### src/rtl/cache_pkg.sv
// Shared geometry, state encoding and address helpers for the instruction cache.
// Line address = tag [15:9], index [8:4], word offset [3:1]; byte bit 0 is ignored.
package cache_pkg;

    localparam int TAG_W  = 7;
    localparam int IDX_W  = 5;
    localparam int OFF_W  = 3;
    localparam int LINES  = 32;
    localparam int WORDS  = 8;
    localparam int DATA_W = 16;
    localparam int ADDR_W = 16;

    localparam logic [OFF_W-1:0] LAST_WORD = OFF_W'(WORDS - 1);

    typedef enum logic [1:0] {
        ST_IDLE = 2'd0,
        ST_FILL = 2'd1,
        ST_DONE = 2'd2
    } state_t;

    function automatic logic [ADDR_W-1:0] line_base(input logic [ADDR_W-1:0] addr);
        return {addr[ADDR_W-1:OFF_W+1], {(OFF_W+1){1'b0}}};
    endfunction

endpackage

### src/rtl/cache_data_array.sv
// Data store: 32 lines x 8 words x 16 bits, one synchronous write and one combinational read port.
// Latency: write visible the cycle after wr_en; read is zero-cycle.
// Backpressure: none, both ports accept every cycle.
module cache_data_array
    import cache_pkg::*;
(
    input  logic              clk,
    input  logic              wr_en,
    input  logic [IDX_W-1:0]  wr_idx,
    input  logic [OFF_W-1:0]  wr_off,
    input  logic [DATA_W-1:0] wr_dat,
    input  logic [IDX_W-1:0]  rd_idx,
    input  logic [OFF_W-1:0]  rd_off,
    output logic [DATA_W-1:0] rd_dat
);

    logic [DATA_W-1:0] mem [LINES*WORDS];

    always_ff @(posedge clk) begin
        if (wr_en) begin
            mem[{wr_idx, wr_off}] <= wr_dat;
        end
    end

    assign rd_dat = mem[{rd_idx, rd_off}];

endmodule

### src/rtl/icache_ctrl.sv
// Direct-mapped read-only instruction cache controller with line fill from main memory.
// Latency: hits return in the same cycle; a miss fills 8 words then re-evaluates after one DONE cycle.
// Backpressure: cpu_stall holds the fetch on any miss and throughout FILL/DONE.
module icache_ctrl
    import cache_pkg::*;
#(
    parameter int MEM_LAT = 4
) (
    input  logic              clk,
    input  logic              rst_n,
    input  logic              cpu_req,
    input  logic [ADDR_W-1:0] cpu_addr,
    input  logic              flush,
    output logic [DATA_W-1:0] cpu_data,
    output logic              cpu_stall,
    output logic              mem_rd_en,
    output logic [ADDR_W-1:0] mem_addr,
    input  logic [DATA_W-1:0] mem_data,
    input  logic              mem_data_valid
);

    state_t state;
    state_t state_nxt;

    logic [TAG_W-1:0]       tag_arr [LINES];
    logic [LINES-1:0]       valid;
    logic [OFF_W-1:0]       issue_cnt;
    logic [OFF_W-1:0]       recv_cnt;
    logic [TAG_W+IDX_W-1:0] fill_line;

    logic [TAG_W-1:0]  req_tag;
    logic [IDX_W-1:0]  req_idx;
    logic [OFF_W-1:0]  req_off;
    logic [TAG_W-1:0]  fill_tag;
    logic [IDX_W-1:0]  fill_idx;
    logic [DATA_W-1:0] rd_dat;
    logic              hit;
    logic              fill_wr;
    logic              fill_last;

    // Responses are counted rather than timed, so the controller is independent of memory latency.
    logic [31:0] unused_mem_lat;
    logic        unused_addr_b0;
    assign unused_mem_lat = MEM_LAT;
    assign unused_addr_b0 = cpu_addr[0];

    assign req_tag  = cpu_addr[ADDR_W-1:ADDR_W-TAG_W];
    assign req_idx  = cpu_addr[OFF_W+IDX_W:OFF_W+1];
    assign req_off  = cpu_addr[OFF_W:1];
    assign fill_tag = fill_line[TAG_W+IDX_W-1:IDX_W];
    assign fill_idx = fill_line[IDX_W-1:0];

    assign hit       = cpu_req & valid[req_idx] & (tag_arr[req_idx] == req_tag) & (state == ST_IDLE);
    assign cpu_stall = (cpu_req & ~hit) | (state != ST_IDLE);
    assign cpu_data  = hit ? rd_dat : '0;

    assign fill_wr   = (state == ST_FILL) & mem_data_valid;
    assign fill_last = fill_wr & (recv_cnt == LAST_WORD);

    always_comb begin
        state_nxt = state;
        case (state)
            ST_IDLE: if (cpu_req && !hit) state_nxt = ST_FILL;
            ST_FILL: if (fill_last)       state_nxt = ST_DONE;
            ST_DONE:                      state_nxt = ST_IDLE;
            default:                      state_nxt = ST_IDLE;
        endcase
    end

    always_ff @(posedge clk or negedge rst_n) begin
        if (!rst_n) begin
            state     <= ST_IDLE;
            valid     <= '0;
            issue_cnt <= '0;
            recv_cnt  <= '0;
            mem_rd_en <= 1'b0;
            mem_addr  <= '0;
            fill_line <= '0;
        end else begin
            state <= state_nxt;
            if (state == ST_IDLE && state_nxt == ST_FILL) begin
                fill_line <= cpu_addr[ADDR_W-1:OFF_W+1];
                mem_addr  <= line_base(cpu_addr);
                mem_rd_en <= 1'b1;
                issue_cnt <= '0;
                recv_cnt  <= '0;
            end else if (state == ST_FILL && mem_rd_en) begin
                // issue_cnt parks at the last word so mem_addr stays on the final request
                if (issue_cnt == LAST_WORD) begin
                    mem_rd_en <= 1'b0;
                end else begin
                    issue_cnt <= issue_cnt + OFF_W'(1);
                    mem_addr  <= mem_addr + ADDR_W'(2);
                end
            end
            if (fill_wr) begin
                recv_cnt <= recv_cnt + OFF_W'(1);
            end
            // A fill completing alongside a flush leaves just the new line valid.
            if (flush) begin
                valid <= '0;
            end
            if (fill_last) begin
                valid[fill_idx] <= 1'b1;
            end
        end
    end

    always_ff @(posedge clk) begin
        if (fill_last) begin
            tag_arr[fill_idx] <= fill_tag;
        end
    end

    cache_data_array u_data (
        .clk    (clk),
        .wr_en  (fill_wr),
        .wr_idx (fill_idx),
        .wr_off (recv_cnt),
        .wr_dat (mem_data),
        .rd_idx (req_idx),
        .rd_off (req_off),
        .rd_dat (rd_dat)
    );

endmodule
### config.mk
export PLATFORM = sky130hd
export DESIGN_NAME = icache_ctrl
export DESIGN_NICKNAME = d
export VERILOG_FILES = /design/src/rtl/cache_pkg.sv /design/src/rtl/cache_data_array.sv /design/src/rtl/icache_ctrl.sv
export SDC_FILE = /design/constraint.sdc
export NUM_CORES = 2
export LEC_CHECK = 0
export BUFFER_PORTS_ARGS = -buffer_cell sky130_fd_sc_hd__buf_2
export CORE_UTILIZATION = 51
export CTS_CLUSTER_DIAMETER = 50
export DETAILED_ROUTE_END_ITERATION = 6
export GPL_ROUTABILITY_DRIVEN = 0
export HOLD_SLACK_MARGIN = 0.08
export PLACE_DENSITY_LB_ADDON = 0.2
export SYNTH_ARGS = -nofsm -noshare
export SYNTH_HDL_FRONTEND = slang
export SYNTH_MEMORY_MAX_BITS = 65536
export SYNTH_SLANG_ARGS = --single-unit
export TNS_END_PERCENT = 20
### constraint.sdc
create_clock -name clk -period 6.05 [get_ports clk]
set_input_delay 0.605 -clock clk [delete_from_list [all_inputs] [get_ports clk]]
set_output_delay 0.605 -clock clk [all_outputs]
set_load 0.05 [all_outputs]
### Yosys cells after proc, flatten, opt, wreduce, memory -nomap -nowiden

Memory sizes are Yosys's and may differ from the RTL's.
Index checks and enable logic that the tools add are counted.

| word-level totals | value |
|---|---|
| bits in read-only memories | 0 |
| output and inout port bits | 34 |
| latch bits | 0 |
| memories | 2 |
| bits in writable memories | 4320 |
| input port bits | 37 |
| bits in registers | 69 |

| cells by class | value |
|---|---|
| bitwise operators | 9 |
| multiply operators | 0 |
| order comparisons | 3 |
| reduce and logical (&&, ||, !) cells | 12 |
| add/sub/neg operators | 3 |
| shift-type cells | 0 |
| muxes and demuxes | 25 |
| equality and inequality tests | 6 |
| divide/modulo/power cells | 0 |

Memories:

| memory | depth | width | rd ports | clocked after memory_dff | wr ports | line | RTL |
|---|---|---|---|---|---|---|---|
| u_data.mem | 256 | 16 | 1 | 0 | 1 | cache_data_array.sv:17 | `logic [DATA_W-1:0] mem [LINES*WORDS];` |
| tag_arr | 32 | 7 | 1 | 0 | 1 | icache_ctrl.sv:25 | `logic [TAG_W-1:0] tag_arr [LINES];` |

Operator list:

| operator | number |
|---|---|
| $mux 16 | 4 |
| $mux 32 | 2 |
| $or 32x32->32 | 1 |
| $add 16x2->16 const B | 1 |
| $mux 3 | 5 |
| $lt 5x6->1 const B | 2 |
| $mux 1 | 9 |
| $reduce_bool 2->1 | 4 |
| $eq 7x7->1 | 1 |
| $add 3x1->3 const B | 2 |
| $and 1x1->1 | 6 |
| $eq 3x3->1 const B | 2 |
| $bmux 1 s5 | 1 |
| $demux 1 s5 | 1 |
| $ge 5x1->1 const B | 1 |
| $eq 2x1->1 const B | 2 |
| $logic_and 1x1->1 | 4 |
| $mux 2 | 2 |
| $pmux 2 s2 | 1 |
| $reduce_and 2->1 | 2 |
| $logic_not 2->1 | 1 |
| $ne 2x2->1 const B | 1 |
| $logic_not 1->1 | 1 |
| $not 1->1 | 1 |
| $or 1x1->1 | 1 |

### Logic depth before layout (Yosys ltp)

| depth | value |
|---|---|
| depth after elaboration | 13 |
| gate-level depth with buffers | 14 |

### Modules after synthesis

From an unflattened synthesis, not the netlist that was laid out.

| second synthesis, totals | value |
|---|---|
| cell total of the unflattened synthesis | 8063 |
| area total of the unflattened synthesis | 170551.1 um2 |

By module, submodules not included:

| module | area an instance (um2) | instances | cells each |
|---|---|---|---|
| cache_data_array | 158394.4 | 1 | 7344 |
| icache_ctrl | 12156.7 | 1 | 719 |

### Least setup slack after synthesis

No wires, ideal clock.

| timing path | value |
|---|---|
| kind | input-to-output |
| from | input port cpu_addr[5] |
| to | output port cpu_data[10] |
| setup slack | 1678 ps |
| data arrival time | 3767 ps |
| cell stages on the path | 11 |
| required time | 5445 ps |
| buffers on the path | 5 |
| cell sequence | buf_4 -> buf_4 -> buf_2 -> mux4_2 -> a221oi_1 -> o211ai_1 -> xor2_1 -> or3_1 -> clkbuf_1 -> clkbuf_1 -> nor2b_1 |

| between the ends | value |
|---|---|
| word-level cells in the longest chain between the ends | 6 |
| elaborated cells on any way between the ends | 9 |
| classes of those cells | eq/ne: 1; mux: 3; bitwise: 3; memory: 2 |

Ends and longest elaborated chain:

| item | line | RTL |
|---|---|---|
| start: declaration | icache_ctrl.sv:12 | `input logic [ADDR_W-1:0] cpu_addr,` |
| branches (longest 5 deep; another with $mem_v2 32x7) | -- |  |
| $mux 16 (*) | icache_ctrl.sv:55 | `assign cpu_data = hit ? rd_dat : '0;` |
| end: declaration | icache_ctrl.sv:14 | `output logic [DATA_W-1:0] cpu_data,` |

Mark *: on every way between the ends. The select of a mux whose other input is x is not followed.

### Worst setup path in the final report

| timing path | value |
|---|---|
| from | input port cpu_addr[8] |
| to | output port cpu_data[15] |

The elaborated chain is that of the path after synthesis.

==> impl_results.md <==
- Status: completed
- Synth top area share: 77.1%
- Sw Pwr: 14.9 mW
- Top cells by area, synth: edfxtp_1 (77%), mux4_2 (19%), dfrtp_1 (1.0%)
- RSZ-0062 raised after global routing: false
- Mean post-synth cell area: 24.5 um2
- Worst path max stage delay: 650 ps
- Die Y: between 500 and 600 um
- Dpl hpwl: 237000 um
- Clk sinks: 4388
- Hold path cells: 1
- CORE AREA: 328000 um2
- Starting Density: 51.3%
- Main synth FF type: edfxtp_1
- Flop pwr share: 51.8%
- Skew final: 50.1 ps
- Worst vdd ir: approximately 0.00026 V
- Post-route ant nets: 0
- Initial antenna violation count: 31
- Clock Path Buffers: 4
- # IOs: 71
- CP max-delay cell: dlygate4sd3_1
- CTS Root Cell: clkbuf_16
- Final Cycle Share: 87.1%
- Kind of critical path: input port to output port
- Worst slew pin tran: 1470 ps
- First-pass GRT wire length: 573000 um
- Setup TNS: 0 ps
- Drt first pass iters: 5
- Die area: 332000 um2
- First DRT Iteration DRCs: slightly below 9000
- Leakage: about 60 nW
- Power per cell area: 346 nW/um2
- Synthesized area: 168000 um2
- Sequential area share after synthesis: 78.1%
- DIE WIDTH: 577 um
- Asr flop ratio synth: 1.55%
- Share of layout cells above drive strength 1: between 30% and 40%
- Buffers added on ports: 68
- Critical Path End Type: output port
- Worst setup SP type: input port
- Required @ worst endpoint: 5440 ps
- # placed instances: between 10000 and 15000
- Worst Reg-to-Reg Cells: 7
- Hold Fails Final Rpt: 0
- Finished Layout Cells: 12214
- FILL cells: 23018
- Synth unique cells: 47
- WL/cell: approximately 33 um
- Tmin final: 5270 ps
- Area Overhead vs Synth: 14.0%
- Congestion Overflow GR: 0
- Critical Path Stages: 12
- F_max: ~190 MHz
- Yosys reg bits: roughly 4400
- Clock power share: about two fifths
- Vias in the first global route: 77664
- CP arrival: 4670 ps
- Final slew viol count: 0
- EDFF count, synth: 4320
- H-tree depth: 5
- Bufs and invs on worst path: 5
- Final WL: 401000 um
- Yosys warning total: 0
- Setup-failing EPs final: 0
- Max_cap viols: 0
- Postcts setup bufs: 0
- TritonCTS clock tree: done
- Slew HR: 1.82%
- Leading area contributor after synthesis: edfxtp_1
- Via density: approximately 6.3
- CTS Buf Count: 461
- Comb pwr share: under 10%
- DRC errors left: 0
- Mapped Nets: around 6900
- Clock transition at path regs: approximately 60 ps
- Internal Pwr Total: 51.6 mW
- Nets@finish: 7517
- HP Class: input port to register
- Worst skew pair latency: 980 ps
- Crit-path cells: dlygate4sd3_1, buf_2, buf_4, nor2b_1, a22oi_1, o2bb2ai_1, or3_1, a211o_1, or3_1, buf_4, nor2b_1, buf_2
- Switch share: 22.4%
- CP delay by family, top: buffers and inverters
- Largest net degree at the start of global routing: 206
- Crit path max fanout: 23
- Num rows: 210
- Cells after synthesis: 6861
- Via count: 76365
- Gr usage total: between 20% and 30%
==> Yosys cell counts (all sizes together) (2+ instances only) <==
cell type  number
nand3          23
xnor2          10
edfxtp       4320
o31ai           2
dfrtp          68
nor3            2
ha              8
xor2            5
nand2b          5
or4             3
a22o            2
a211o           2
mux2i          63
o211ai          5
clkbuf        232
a22oi          20
inv            42
nand2          52
nand4           7
mux2           19
and3            2
a21o            2
buf           161
nor2b          25
o311ai          2
or3             4
a221oi          4
o22ai          38
or3b            2
nor2          303
and2            4
mux4         1401
o21ai          13
==> sequential cells by signal, summed over array words and instances, names as in the netlist <==
register / count
fill_line: 12
issue_cnt: 3
mem_addr: 15
mem_rd_en: 1
recv_cnt: 3
state: 2
tag_arr: 224
u_data.mem: 4096
valid: 32
==> power groups by stage <==
| stage | Clock (mW) | Combinational, mW | Sequential (mW) |
|---|---|---|---|
| 2_1_floorplan | 0 | 2.24 | 35.1 |
| 3_3_place_gp | 0 | 4.38 | 35.0 |
| 3_5_place_dp | 0 | 4.47 | 35.1 |
| 4_1_cts | 28.0 | 4.49 | 34.4 |
| 5_1_grt | 29.1 | 4.65 | 34.5 |
| 6_report | 27.6 | 4.45 | 34.4 |
==> worst paths after layout <==
| path | from | endpoint | slack, ps |
|---|---|---|---|
| worst max register to register | state[0] | u_data.mem[76][15] | 1820 |
| worst min-delay path | mem_data[5] | u_data.mem[232][5] | 170 |
| min in group asynchronous | rst_n | mem_addr[13] | 340 |
| max in group asynchronous | rst_n | valid[23] | 5030 |
| worst min register to register | valid[15] | valid[15] | 540 |
| worst max-delay path | cpu_addr[8] | cpu_data[15] | 780 |
==> repair_timing <==
item                                    CTS  global route
endpoints found under the hold margin    82             0
endpoints found under the setup margin    0             0
hold buffers                              9             0
resized for setup                         0             0
==> cell type report <==
cell class	count	area [um2]	area share, %
sequential	4388	131000	68.5
multi-input combinational	2038	35100	18.3
clock buffer	556	12000	6.26
tap	4346	5440	2.83
timing repair buffer	541	4890	2.55
clock inverter	288	2780	1.45
inverter	42	158	0.0822
antenna	15	37.5	0.0196
==> metrics by stage <==
stage	util, %	cell area (um2)	hold slack [ps]	total power [mW]	worst slack [ps]
global route	58.5	192000	155	68.2	704
finish	58.5	192000	167	66.5	779
detailed placement	54.0	177000	534	39.5	855
floorplan	-	168000	309	37.3	1680
CTS	58.5	192000	113	66.9	817
global placement	54.0	177000	526	39.4	860
==> cells by family after synthesis <==
kind of cell / share of synthesized area (%)
flops: 78.1
mux: 19.2
simple gates: 1.09
buf+inv: 1.07
compound gates: 0.379
xor+xnor: 0.0780
fa+ha+maj: 0.0595
other cells: 0.00223
==> cell usage in the layout (no fill, tap or decap), types with 7 or more instances in the layout <==
cell           synthesis  layout
inv_1                 42      42
mux2_2                19      19
ha_1                   8       8
mux4_2              1401    1401
nand4_1                7       7
clkinv_4               0      15
inv_6                  0      16
clkinvlp_4             0      28
clkbuf_8               0      16
a22oi_1               20      20
nand2_1               52      52
mux2i_1               63      63
buf_4                 11     403
clkinv_2               0      81
nand3_1               23      23
clkinv_1               0      91
edfxtp_1            4320    4320
buf_12                 0      63
clkbuf_1             232      89
xnor2_1               10      10
diode_2                0      15
dfrtp_1               68      68
buf_2                 92      45
bufinv_16              0      43
clkbuf_16              0     467
nor2_1               303     299
o22ai_1               38      38
nor2b_1               25      25
o21ai_0               13      13
dlygate4sd3_1          0       9
==> layer usage <==
layer	GRT usage, %	vias up	part of all wire (%)
met1	35.8	41632	41
met3	4.13	549	8.0
met4	6.67	10	2.8
met5	0	-	0.017
li1	-	30900	-
met2	38.1	3274	48
Note: power is estimated with default switching activity, not from simulation.
